<file path="src/rtl/d7seg_scan_if.sv">
// d7seg_scan_if: display-scanner bus; master drives scan controls and data, slave drives the panel pins.
interface d7seg_scan_if #(
  parameter int NDIG = 4,
  parameter int BW = 3
);
  logic ena;
  logic [4*NDIG-1:0] data;
  logic [NDIG-1:0] dp;
  logic [BW-1:0] bright;
  logic [NDIG-1:0] an;
  logic [6:0] seg;
  logic dp_n;
  logic frame_tc;
  modport master (output ena, data, dp, bright, input an, seg, dp_n, frame_tc);
  modport slave (input ena, data, dp, bright, output an, seg, dp_n, frame_tc);
endinterface

</file>
<file path="src/rtl/d7seg_scan.sv">
// d7seg_scan: multiplexed 7-segment scanner with PWM brightness and frame-synchronous shadowing.
// Define D7SEG_LZB_EN to enable leading-zero blanking.
module d7seg_scan #(
  parameter int NDIG = 4,
  parameter int DIV = 5000,
  parameter int BW = 3
) (
  input logic clk,
  input logic rst_n,
  d7seg_scan_if.slave bus
);
  localparam int PW = DIV > 1 ? $clog2(DIV) : 1;
  localparam int IW = NDIG > 1 ? $clog2(NDIG) : 1;
  localparam logic [PW-1:0] PMAX = PW'(DIV - 1);
  localparam logic [IW-1:0] IMAX = IW'(NDIG - 1);
  localparam logic [15:0][6:0] HEX = {
    7'b0001110, 7'b0000110, 7'b0100001, 7'b1000110,
    7'b0000011, 7'b0001000, 7'b0010000, 7'b0000000,
    7'b1111000, 7'b0000010, 7'b0010010, 7'b0011001,
    7'b0110000, 7'b0100100, 7'b1111001, 7'b1000000
  };
  logic [PW-1:0] presc_q, presc_d;
  logic [IW-1:0] idx_q, idx_d;
  logic [BW-1:0] pwm_q, pwm_d;
  logic [4*NDIG-1:0] data_s_q, data_s_d;
  logic [NDIG-1:0] dp_s_q, dp_s_d;
  logic [BW-1:0] bright_s_q, bright_s_d;
  logic [NDIG-1:0] an_q, an_d;
  logic [6:0] seg_q, seg_d;
  logic dpn_q, dpn_d;
  logic ftc_q, ftc_d;
  logic tick, wrap, lit;
  logic [3:0] nib;
  logic [NDIG-1:0] blank;
`ifdef D7SEG_LZB_EN
  logic z;
  // A digit blanks only while it and every higher digit are zero with no decimal point.
  always_comb begin
    blank = '0;
    z = 1'b1;
    for (int k = NDIG - 1; k >= 1; k--) begin
      z = z && data_s_q[4*k +: 4] == 4'd0 && !dp_s_q[k];
      blank[k] = z;
    end
  end
`else
  assign blank = '0;
`endif
  always_comb begin
    tick = bus.ena && presc_q == PMAX;
    wrap = tick && idx_q == IMAX;
    presc_d = !bus.ena ? presc_q : tick ? '0 : presc_q + PW'(1);
    idx_d = !tick ? idx_q : wrap ? '0 : idx_q + IW'(1);
    pwm_d = bus.ena ? pwm_q + BW'(1) : pwm_q;
    data_s_d = wrap ? bus.data : data_s_q;
    dp_s_d = wrap ? bus.dp : dp_s_q;
    bright_s_d = wrap ? bus.bright : bright_s_q;
    ftc_d = wrap;
    nib = data_s_q[4*idx_q +: 4];
    lit = bus.ena && pwm_q <= bright_s_q && !blank[idx_q];
    an_d = lit ? ~(NDIG'(1) << idx_q) : '1;
    seg_d = lit ? HEX[nib] : '1;
    dpn_d = lit ? !dp_s_q[idx_q] : 1'b1;
  end
  always_ff @(posedge clk or negedge rst_n) begin
    if (!rst_n) begin
      presc_q <= '0;
      idx_q <= '0;
      pwm_q <= '0;
      data_s_q <= '0;
      dp_s_q <= '0;
      bright_s_q <= '0;
      an_q <= '1;
      seg_q <= '1;
      dpn_q <= 1'b1;
      ftc_q <= 1'b0;
    end else begin
      presc_q <= presc_d;
      idx_q <= idx_d;
      pwm_q <= pwm_d;
      data_s_q <= data_s_d;
      dp_s_q <= dp_s_d;
      bright_s_q <= bright_s_d;
      an_q <= an_d;
      seg_q <= seg_d;
      dpn_q <= dpn_d;
      ftc_q <= ftc_d;
    end
  end
  assign bus.an = an_q;
  assign bus.seg = seg_q;
  assign bus.dp_n = dpn_q;
  assign bus.frame_tc = ftc_q;
endmodule

</file>
<file path="src/flat_wrapper.sv">
// flat-port wrapper written by rule: the top's interface ports become plain ports
module d7seg_scan_flat 
#(
  parameter int NDIG = 4,
  parameter int DIV = 5000,
  parameter int BW = 3
)
  (clk, rst_n, bus_ena, bus_data, bus_dp, bus_bright, bus_an, bus_seg, bus_dp_n, bus_frame_tc);
  d7seg_scan_if #(.NDIG(NDIG), .BW(BW)) bus_i ();
  input logic clk;
  input logic rst_n;
  input wire logic [$bits(bus_i.ena)-1:0] bus_ena;
  input wire logic [$bits(bus_i.data)-1:0] bus_data;
  input wire logic [$bits(bus_i.dp)-1:0] bus_dp;
  input wire logic [$bits(bus_i.bright)-1:0] bus_bright;
  output wire logic [$bits(bus_i.an)-1:0] bus_an;
  output wire logic [$bits(bus_i.seg)-1:0] bus_seg;
  output wire logic [$bits(bus_i.dp_n)-1:0] bus_dp_n;
  output wire logic [$bits(bus_i.frame_tc)-1:0] bus_frame_tc;
  assign bus_i.ena = bus_ena;
  assign bus_i.data = bus_data;
  assign bus_i.dp = bus_dp;
  assign bus_i.bright = bus_bright;
  assign bus_an = bus_i.an;
  assign bus_seg = bus_i.seg;
  assign bus_dp_n = bus_i.dp_n;
  assign bus_frame_tc = bus_i.frame_tc;
  d7seg_scan #(.NDIG(NDIG), .DIV(DIV), .BW(BW)) u_core (.clk(clk), .rst_n(rst_n), .bus(bus_i));
endmodule
</file>
<file path="config.mk">
export PLATFORM = sky130hd
export DESIGN_NAME = d7seg_scan_flat
export DESIGN_NICKNAME = d
export VERILOG_FILES = /design/src/rtl/d7seg_scan_if.sv /design/src/rtl/d7seg_scan.sv /design/src/flat_wrapper.sv
export SDC_FILE = /design/constraint.sdc
export NUM_CORES = 1
export LEC_CHECK = 0
export CAP_MARGIN = 40
export CORE_ASPECT_RATIO = 0.6
export CORE_MARGIN = 3
export CORE_UTILIZATION = 60
export CTS_BUF_LIST = sky130_fd_sc_hd__clkbuf_2
export DETAILED_ROUTE_END_ITERATION = 7
export DONT_BUFFER_PORTS = 1
export MAX_ROUTING_LAYER = met4
export PLACE_DENSITY = 0.81
export SETUP_SLACK_MARGIN = 0.15
export SLEW_MARGIN = 25
export SYNTH_ARGS = -nofsm -noshare
export SYNTH_HDL_FRONTEND = slang
export SYNTH_SLANG_ARGS = --single-unit
</file>
<file path="constraint.sdc">
create_clock -name clk -period 2.8 [get_ports clk]
set_input_delay 0.28 -clock clk [delete_from_list [all_inputs] [get_ports clk]]
set_output_delay 0.28 -clock clk [all_outputs]
set_load 0.005 [all_outputs]
</file>
==> flow_summary_export.csv, run 1 <==
group,metric,value,unit
timing,timing.final.crit_period,2.190,ns
timing,hold_viol_final,0,
routing,drc,0,
die,initial_core_util,0.6386,
worst_setup_path,start_kind,"flip-flop",
finish,drive_gt1_frac,0.2321,
synth,synth_nets,249,
worst_setup_path,rr_startpoint,"u_core.presc_q[4]$_DFFE_PN0P_",
synth,synth_top_area_frac,0.3929,
synth,ys_ff_latch,54,
finish,fin_area,3038,um2
finish,final_cells,297,
worst_setup_path,endpoint_kind,"flip-flop",
clock_network,cts_root_buffer,"clkbuf_2",
timing,setup_slack,0.6101,ns
global_route,antenna_found_initial,0,
power,p_per_area,532.6,nW/um2
global_route,grt_max_degree,55,
worst_setup_path,arrival,2.52,ns
synth,synth.distinct_cells,38,
clock_network,cts_tree,"done",
power,peakVddDrop,247.9,uV
timing,fin_crit_sh,0.7821,
worst_setup_path,reg2reg_depth,5,
synth,synth_area,2675,um2
timing,timing.fmax,456.6,MHz
timing,drv_slew,0,
power,power.leakage,1.382,nW
synth,ys_seq_area_frac,0.5108,
synth,async_reset_ff_frac,1.000,
routing,drtIter0Drc,177,
die,core_area,4189,um2
placed_design,numPortBuffers,0,
clock_network,numCtsBuffers,5,
clock_network,cts.sinks,54,
timing,fin_skew,0.01011,ns
placed_design,hpwl,3743,um
timing,whs,0.02270,ns
synth,synthCells,208,
worst_setup_path,cp-startpoint,"u_core.presc_q[4]$_DFFE_PN0P_",
clock_network,cts_buffer_depth,2,
finish,final_util,0.7252,
min_path,min_path_type,"in2reg",
routing,dr.pass1.iters,4,
synth,synthTopCellsByCount,"42 x dfrtp_1, 20 x mux2_4, 15 x ha_1, 15 x inv_1, 14 x nand2_1",
global_route,grt-ovfl-total,0,
die,die_y,57.72,um
worst_setup_path,cp.required,3.13,ns
routing,wl_per_cell,17.58,um
global_route,grt_pass1_wl,8728,um
finish,antenna_cells,0,
clock_network,postCtsSetupBuffers,0,
status,status,"finished clean",
clock_network,clk_latency,0.41,ns
routing,via_per_inst,5.811,
timing,worst_slew_pin_slew,0.6556,ns
finish,area_delta_synth_final,13.56,%
timing,slew-limit-headroom,0.5581,
placed_design,place_inst,263,
synth,yosysTopAreaCell,"dfrtp_1",
placed_design,gp_congestion,0.8909,
synth,ys_warn_count,0,
die,die_w,92.20,um
synth,syn_area_per_cell,12.86,um2
finish,fin_nets,277,
synth,ys.flop_type,"dfrtp_1",
global_route,track_usage,0.2160,
worst_setup_path,crit_fanout,21,
global_route,grt_pass1_vias,1738,
worst_setup_path,crit_end,"u_core.data_s_q[2]$_DFFE_PN0P_",
routing,ant_nets,0,
routing,vias,1726,
die,rows,18,
timing,rsz0062_at_grt,"no",
placed_design,dpl_worst_slack,0.6497,ns
worst_setup_path,criticalPathCategory,"reg2reg",
synth,synth_edf_count,0,
die,dieArea,5322,um2
synth,synth_most_common_cell,"dfrtp_1",
die,ioPinCount,39,
synth,yosys-top-cells-area,"dfrtp_1 39%, dfstp_2 12%, mux2_4 11%, ha_1 7.0%, mux4_2 4.2%",
job,cap_viol_max_count,0,
power,finalPower,1.618,mW
worst_setup_path,rr_endpoint,"u_core.data_s_q[2]$_DFFE_PN0P_",
routing,wirelength,5222,um
worst_setup_path,r2r_slack,0.61,ns
timing,finalSetupViolCount,0,
clock_network,clkTransAtPathRegs,0.25,ns
clock_network,h-tree-depth,2,
timing,tns,0,ns
placed_design,postPlaceCellArea,2724,um2
==> cells in the final DEF, fill, tap and decap left out, types with 6 or more instances in the layout <==
cell type	Yosys	layout
dfrtp_1	42	42
dfstp_2	12	12
dlygate4sd3_1	0	25
ha_1	15	15
inv_1	15	15
mux2_4	20	20
nand2_1	14	14
nand3_1	9	9
nor2_1	9	9
o21ai_0	6	6
xnor2_1	10	10
==> state kept, by name, indices dropped and copies added (netlist names), 2 cells and up <==
register	cells
u_core.dp_s_q	4
u_core.bus.an	4
u_core.idx_q	2
u_core.data_s_q	16
u_core.pwm_q	3
u_core.bus.seg	7
u_core.presc_q	13
u_core.bright_s_q	3
==> worst min path at each step <==
| stage | start | endpoint | slack [ns] | cells after the start |
|---|---|---|---|---|
| 6_report | bus_bright[1] | u_core.bright_s_q[1]$_DFFE_PN0P_ | 0.02 | 2 |
| 5_1_grt | bus_bright[1] | u_core.bright_s_q[1]$_DFFE_PN0P_ | 0.009 | 2 |
| 4_1_cts | bus_ena | u_core.pwm_q[1]$_DFFE_PN0P_ | 0.002 | 1 |
| 3_5_place_dp | rst_n | u_core.pwm_q[0]$_DFFE_PN0P_ | -0.01 | 0 |
| 3_3_place_gp | rst_n | u_core.pwm_q[2]$_DFFE_PN0P_ | -0.01 | 0 |
| 2_1_floorplan | rst_n | u_core.bright_s_q[0]$_DFFE_PN0P_ | -0.02 | 0 |
==> report_power, final <==
| group | switching, mW | total [mW] | leakage (nW) | internal (mW) |
|---|---|---|---|---|
| clock | 0.228 | 0.281 | 0.0255 | 0.0535 |
| combinational | 0.154 | 0.300 | 0.677 | 0.146 |
| sequential | 0.110 | 1.04 | 0.680 | 0.927 |
==> cells by family (layout without fill, tap and decap cells) <==
| group | count (synthesis) | after routing | share of synthesized area |
|---|---|---|---|
| flip-flops | 54 | 54 | 0.5108 |
| AND/OR/NAND/NOR | 53 | 53 | 0.1071 |
| multiplexers | 33 | 33 | 0.1866 |
| buffers and inverters | 23 | 52 | 0.04115 |
| AO/OA/AOI/OAI | 18 | 18 | 0.04491 |
| adder cells (fa/ha/maj) | 15 | 15 | 0.07016 |
| XOR/XNOR | 12 | 12 | 0.03929 |
==> metal layers <==
layer	vias to the layer above	track usage	routed length, um
li1	791	-	-
met4	0	0.02748	39
met5	-	-	0
met2	62	0.3444	2430
met3	6	0.04410	287
met1	867	0.3005	2464
==> area by class of cell <==
cell class | count | area, um2
sequential | 54 | 1366
multi-input combinational | 131 | 1206
fill | 278 | 1151
timing repair buffer | 29 | 297.8
tap | 60 | 75.07
inverter | 15 | 56.30
clock buffer | 5 | 25.02
clock inverter | 3 | 11.26
==> worst max-delay path, stage by stage (launching register included) <==
cell,delay [ns]
dfrtp_1,0.52
or4_4,0.54
nor4_2,0.34
nand2_1,0.10
buf_4,0.27
mux2_4,0.34
==> repair_timing <==
action / 4_1_cts / 5_1_grt
hold buffers: 25 / 1
endpoints found under the hold margin: 78 / 2
endpoints found under the setup margin: 0 / 0
resized for setup: 0 / 0
(Power assumes the default switching activity.)
==> run 2: changes to the inputs <==
clock period = 2.2 ns   (was 2.8 ns; I/O delays follow)
==> flow_summary_export.csv, run 2 (synthesized netlist as in run 1, its figures left out) <==
group,metric,value,unit
status,status,"finished clean",
global_route,track_usage,0.2420,
die,die_y,57.72,um
power,p_per_area,681.6,nW/um2
global_route,antenna_found_initial,0,
min_path,min_path_type,"in2reg",
clock_network,clkTransAtPathRegs,0.24,ns
timing,hold_viol_final,0,
clock_network,h-tree-depth,2,
timing,worst_slew_pin_slew,0.6629,ns
global_route,grt_pass1_vias,1934,
routing,drc,0,
finish,area_delta_synth_final,18.62,%
power,peakVddDrop,309.7,uV
timing,fin_crit_sh,0.9154,
finish,fin_nets,288,
finish,final_cell_mix,"41 x dfrtp_1, 25 x dlygate4sd3_1, 20 x mux2_4, 15 x inv_1, 15 x ha_1",
die,core_area,4189,um2
die,die_w,92.20,um
routing,dr.pass1.iters,4,
worst_setup_path,r2r_slack,0.19,ns
timing,slew-limit-headroom,0.5565,
job,cap_viol_max_count,0,
power,power.leakage,1.466,nW
worst_setup_path,start_kind,"flip-flop",
die,rows,18,
clock_network,cts_tree,"done",
clock_network,numCtsBuffers,5,
worst_setup_path,cp.required,2.53,ns
die,initial_core_util,0.6386,
finish,largest_reg_flops,16,
timing,rsz0062_at_grt,"yes",
worst_setup_path,endpoint_kind,"flip-flop",
timing,fin_skew,0.01931,ns
routing,via_per_inst,5.867,
finish,drive_gt1_frac,0.2944,
timing,timing.fmax,496.5,MHz
min_path,min_path_cells,2,
global_route,grt_pass1_wl,9549,um
placed_design,gp_congestion,0.9242,
routing,wirelength,5887,um
worst_setup_path,arrival,2.34,ns
clock_network,cts.sinks,54,
placed_design,numPortBuffers,0,
worst_setup_path,crit_fanout,20,
worst_setup_path,cpPeakStageDelay,0.57,ns
timing,tns,0,ns
worst_setup_path,criticalPathCategory,"reg2reg",
worst_setup_path,rr_endpoint,"u_core.data_s_q[5]$_DFFE_PN0P_",
clock_network,clk_latency,0.42,ns
finish,final_common_cell,"dfrtp_1",
worst_setup_path,reg2reg_depth,5,
timing,finalSetupViolCount,0,
global_route,grt-ovfl-total,0,
finish,regMostFlops,"u_core.data_s_q",
worst_setup_path,cp_slowest_cell,"or4bb_4",
finish,antenna_cells,0,
min_path,hp-start,"bus_ena",
routing,ant_nets,0,
routing,drtIter0Drc,141,
worst_setup_path,path_cells,"or4bb_4, nor4_4, nand2_2, buf_12, mux2_4",
clock_network,cts_root_buffer,"clkbuf_2",
timing,timing.final.crit_period,2.014,ns
die,ioPinCount,39,
power,finalPower,2.163,mW
placed_design,hpwl,3959,um
clock_network,cts_buffer_depth,2,
die,dieArea,5322,um2
timing,drv_slew,0,
global_route,grt_max_degree,55,
worst_setup_path,rr_startpoint,"u_core.presc_q[5]$_DFFE_PN0P_",
min_path,worstHoldEndpoint,"u_core.presc_q[4]$_DFFE_PN0P_",
routing,vias,1807,
routing,wl_per_cell,19.11,um
[run 2: what timing repair did]
item                                    4_1_cts  5_1_grt
pin swaps                                     0        3
endpoints found under the setup margin       25       24
hold endpoints to repair                     81        0
gates cloned                                  0        0
gates resized for setup                       4        2
hold buffers                                 26        0
buffers inserted                              0        6
[run 2: final cells by class]
type | count | area, um2
multi-input combinational | 131 | 1239
clock buffer | 8 | 40.04
sequential | 54 | 1368
inverter | 15 | 56.30
timing repair buffer | 40 | 395.4
tap | 60 | 75.07
fill | 287 | 1016
[run 2: critical path, delay by kind of cell (launching register included)]
kind          cells  cell delay, ns
flops             1            0.45
simple gates      3            0.97
buf+inv           1            0.19
mux               1            0.31
[run 2: report_power, final]
| group | internal [mW] | switching, mW |
|---|---|---|
| sequential | 1.18 | 0.115 |
| combinational | 0.231 | 0.256 |
| clock | 0.0935 | 0.287 |
| total | 1.50 | 0.658 |
[run 2: layer usage]
layer,part of all wire,global-route usage,up-vias
met5,0,-,-
met4,0.025,0.09091,0
met2,0.48,0.3900,60
met3,0.050,0.05707,19
li1,-,-,806
met1,0.44,0.3041,922
[run 2: worst max path at each step]
stage	from	endpoint	slack [ns]	cells past startpoint
global route	u_core.presc_q[1]$_DFFE_PN0P_	u_core.data_s_q[5]$_DFFE_PN0P_	0.07	6
detailed placement	u_core.presc_q[3]$_DFFE_PN0P_	u_core.data_s_q[1]$_DFFE_PN0P_	0.10	5
floorplan	u_core.presc_q[4]$_DFFE_PN0P_	u_core.bright_s_q[0]$_DFFE_PN0P_	0.22	6
CTS	u_core.presc_q[7]$_DFFE_PN0P_	u_core.data_s_q[5]$_DFFE_PN0P_	0.14	5
finish	u_core.presc_q[5]$_DFFE_PN0P_	u_core.data_s_q[5]$_DFFE_PN0P_	0.19	5
global placement	u_core.presc_q[3]$_DFFE_PN0P_	u_core.data_s_q[2]$_DFFE_PN0P_	0.18	5
[run 2: stage by stage]
stage	hold WS, ns	worst slack [ns]	std cells	util	cell area [um2]
final	0.04632	0.1861	308	0.7575	3173
after CTS	0.009433	0.1422	302	0.7443	3118
after global placement	-0.07402	0.1827	268	0.6628	2776
after detailed placement	-0.07414	0.1007	268	0.6628	2776
after floorplan	-0.07559	0.2218	208	-	2675
after global routing	0.03374	0.07269	308	0.7575	3173
==> run 3: changes to the inputs <==
CORE_MARGIN = 2   (was 3)
RECOVER_POWER = 100   (was not set)
==> flow_summary_export.csv, run 3 (synthesized netlist as in run 1, its figures left out) <==
group,metric,value,unit
clock_network,cts_tree,"done",
die,rows,18,
clock_network,cts_root_buffer,"clkbuf_2",
global_route,grt_max_degree,55,
global_route,grt-ovfl-total,0,
worst_setup_path,endpoint_kind,"flip-flop",
worst_setup_path,path_delay_family,"simple AND/OR/NAND/NOR gates",
routing,drtIter0Drc,127,
routing,wl_per_cell,17.83,um
finish,largest_reg_flops,16,
worst_setup_path,cpPeakStageDelay,0.51,ns
finish,fin_area,3030,um2
global_route,grt_pass1_vias,1754,
timing,slew-limit-headroom,0.1522,
routing,dr.pass1.iters,4,
placed_design,numPortBuffers,0,
timing,hold_viol_final,0,
min_path,hp-start,"bus_ena",
die,core_area,4189,um2
clock_network,numCtsBuffers,5,
worst_setup_path,r2r_slack,0.16,ns
finish,final_util,0.7234,
power,p_per_area,704.7,nW/um2
finish,fin_nets,286,
worst_setup_path,criticalPathCategory,"reg2reg",
worst_setup_path,path_buf_inv,1,
timing,fin_crit_sh,0.9284,
clock_network,cts_buffer_depth,2,
routing,ant_nets,0,
timing,whs,0.06261,ns
min_path,min_path_cells,2,
die,ioPinCount,39,
die,dieArea,5026,um2
die,die_w,90.20,um
finish,area_delta_synth_final,13.28,%
global_route,antenna_found_initial,0,
placed_design,postPlaceCellArea,2761,um2
finish,regMostFlops,"u_core.data_s_q",
finish,final_cell_mix,"41 x dfrtp_1, 25 x dlygate4sd3_1, 19 x mux2_1, 15 x inv_1, 15 x ha_1",
routing,drc,0,
finish,antenna_cells,0,
job,cap_viol_max_count,0,
worst_setup_path,reg2reg_depth,5,
power,peakVddDrop,346.7,uV
timing,drv_slew,0,
clock_network,cts.sinks,54,
min_path,worstHoldEndpoint,"u_core.presc_q[4]$_DFFE_PN0P_",
timing,fin_skew,0.01517,ns
power,power.leakage,1.371,nW
worst_setup_path,start_kind,"flip-flop",
worst_setup_path,rr_endpoint,"u_core.data_s_q[4]$_DFFE_PN0P_",
finish,drive_gt1_frac,0.1748,
clock_network,clkTransAtPathRegs,0.26,ns
timing,finalSetupViolCount,0,
die,initial_core_util,0.6386,
worst_setup_path,path_cells,"or4_4, nor4_4, nand2_1, buf_4, mux2_1",
finish,fill_cells,305,
timing,timing.fmax,489.6,MHz
finish,final_common_cell,"dfrtp_1",
routing,vias,1706,
worst_setup_path,cp.required,2.56,ns
placed_design,hpwl,3657,um
status,status,"finished clean",
power,finalPower,2.136,mW
clock_network,h-tree-depth,2,
clock_network,clk_latency,0.45,ns
global_route,grt_pass1_wl,9004,um
placed_design,gp_congestion,0.9105,
routing,wirelength,5456,um
worst_setup_path,cp_slowest_cell,"or4_4",
timing,rsz0062_at_grt,"yes",
routing,via_per_inst,5.575,
die,die_y,55.72,um
worst_setup_path,arrival,2.40,ns
worst_setup_path,crit_fanout,21,
timing,worst_slew_pin_slew,1.272,ns
worst_setup_path,rr_startpoint,"u_core.presc_q[10]$_DFFE_PN0P_",
timing,tns,0,ns
min_path,min_path_type,"in2reg",
global_route,track_usage,0.2361,
timing,timing.final.crit_period,2.042,ns
run 3: cell count changes in the layout (fill, tap and decap cells not counted), sizes merged:
cell	change
clkinv	+2
clkbuf	+3
buf	-7
run 3: what timing repair did:
action	in CTS	in global routing
resized for setup	2	2
hold buffers	26	0
setup buffers	1	5
hold endpoints to repair	81	0
endpoints found under the setup margin	23	23
run 3: power by group:
part | total, mW | switching, mW | internal (mW)
sequential | 1.29 | 0.108 | 1.18
clock | 0.383 | 0.305 | 0.0781
combinational | 0.467 | 0.247 | 0.220
total | 2.14 | 0.659 | 1.48
run 3: worst max path at each step:
stage,from,to,slack [ns],cells past startpoint
floorplan,u_core.presc_q[4]$_DFFE_PN0P_,u_core.bright_s_q[0]$_DFFE_PN0P_,0.22,6
global placement,u_core.presc_q[3]$_DFFE_PN0P_,u_core.data_s_q[6]$_DFFE_PN0P_,0.21,5
detailed placement,u_core.pwm_q[1]$_DFFE_PN0P_,u_core.bus.seg[5]$_DFF_PN1_,0.09,4
CTS,u_core.presc_q[10]$_DFFE_PN0P_,u_core.data_s_q[6]$_DFFE_PN0P_,0.15,5
global route,u_core.idx_q[0]$_DFFE_PN0N_,u_core.bus.seg[6]$_DFF_PN1_,0.07,4
finish,u_core.presc_q[10]$_DFFE_PN0P_,u_core.data_s_q[4]$_DFFE_PN0P_,0.16,5
run 3: per-stage QoR:
step | cells | setup slack [ns]
detailed placement | 266 | 0.09474
finish | 306 | 0.1575
global route | 306 | 0.07444
global placement | 266 | 0.2149
floorplan | 208 | 0.2218
CTS | 301 | 0.1513
run 3: cell type report:
type	instances	area, um2	area share
sequential	54	1368	0.4513
multi-input combinational	131	1159	0.3823
timing repair buffer	38	334.1	0.1102
tap	60	75.07	0.02477
inverter	15	56.30	0.01858
clock buffer	6	30.03	0.009909
clock inverter	2	8.758	0.002890
run 3: per-layer routing:
layer	vias to the layer above	track usage	share of wire
met5	-	-	0
met3	7	0.04607	0.043
li1	805	-	-
met4	0	0.06374	0.0077
met1	846	0.3351	0.49
met2	48	0.3534	0.46
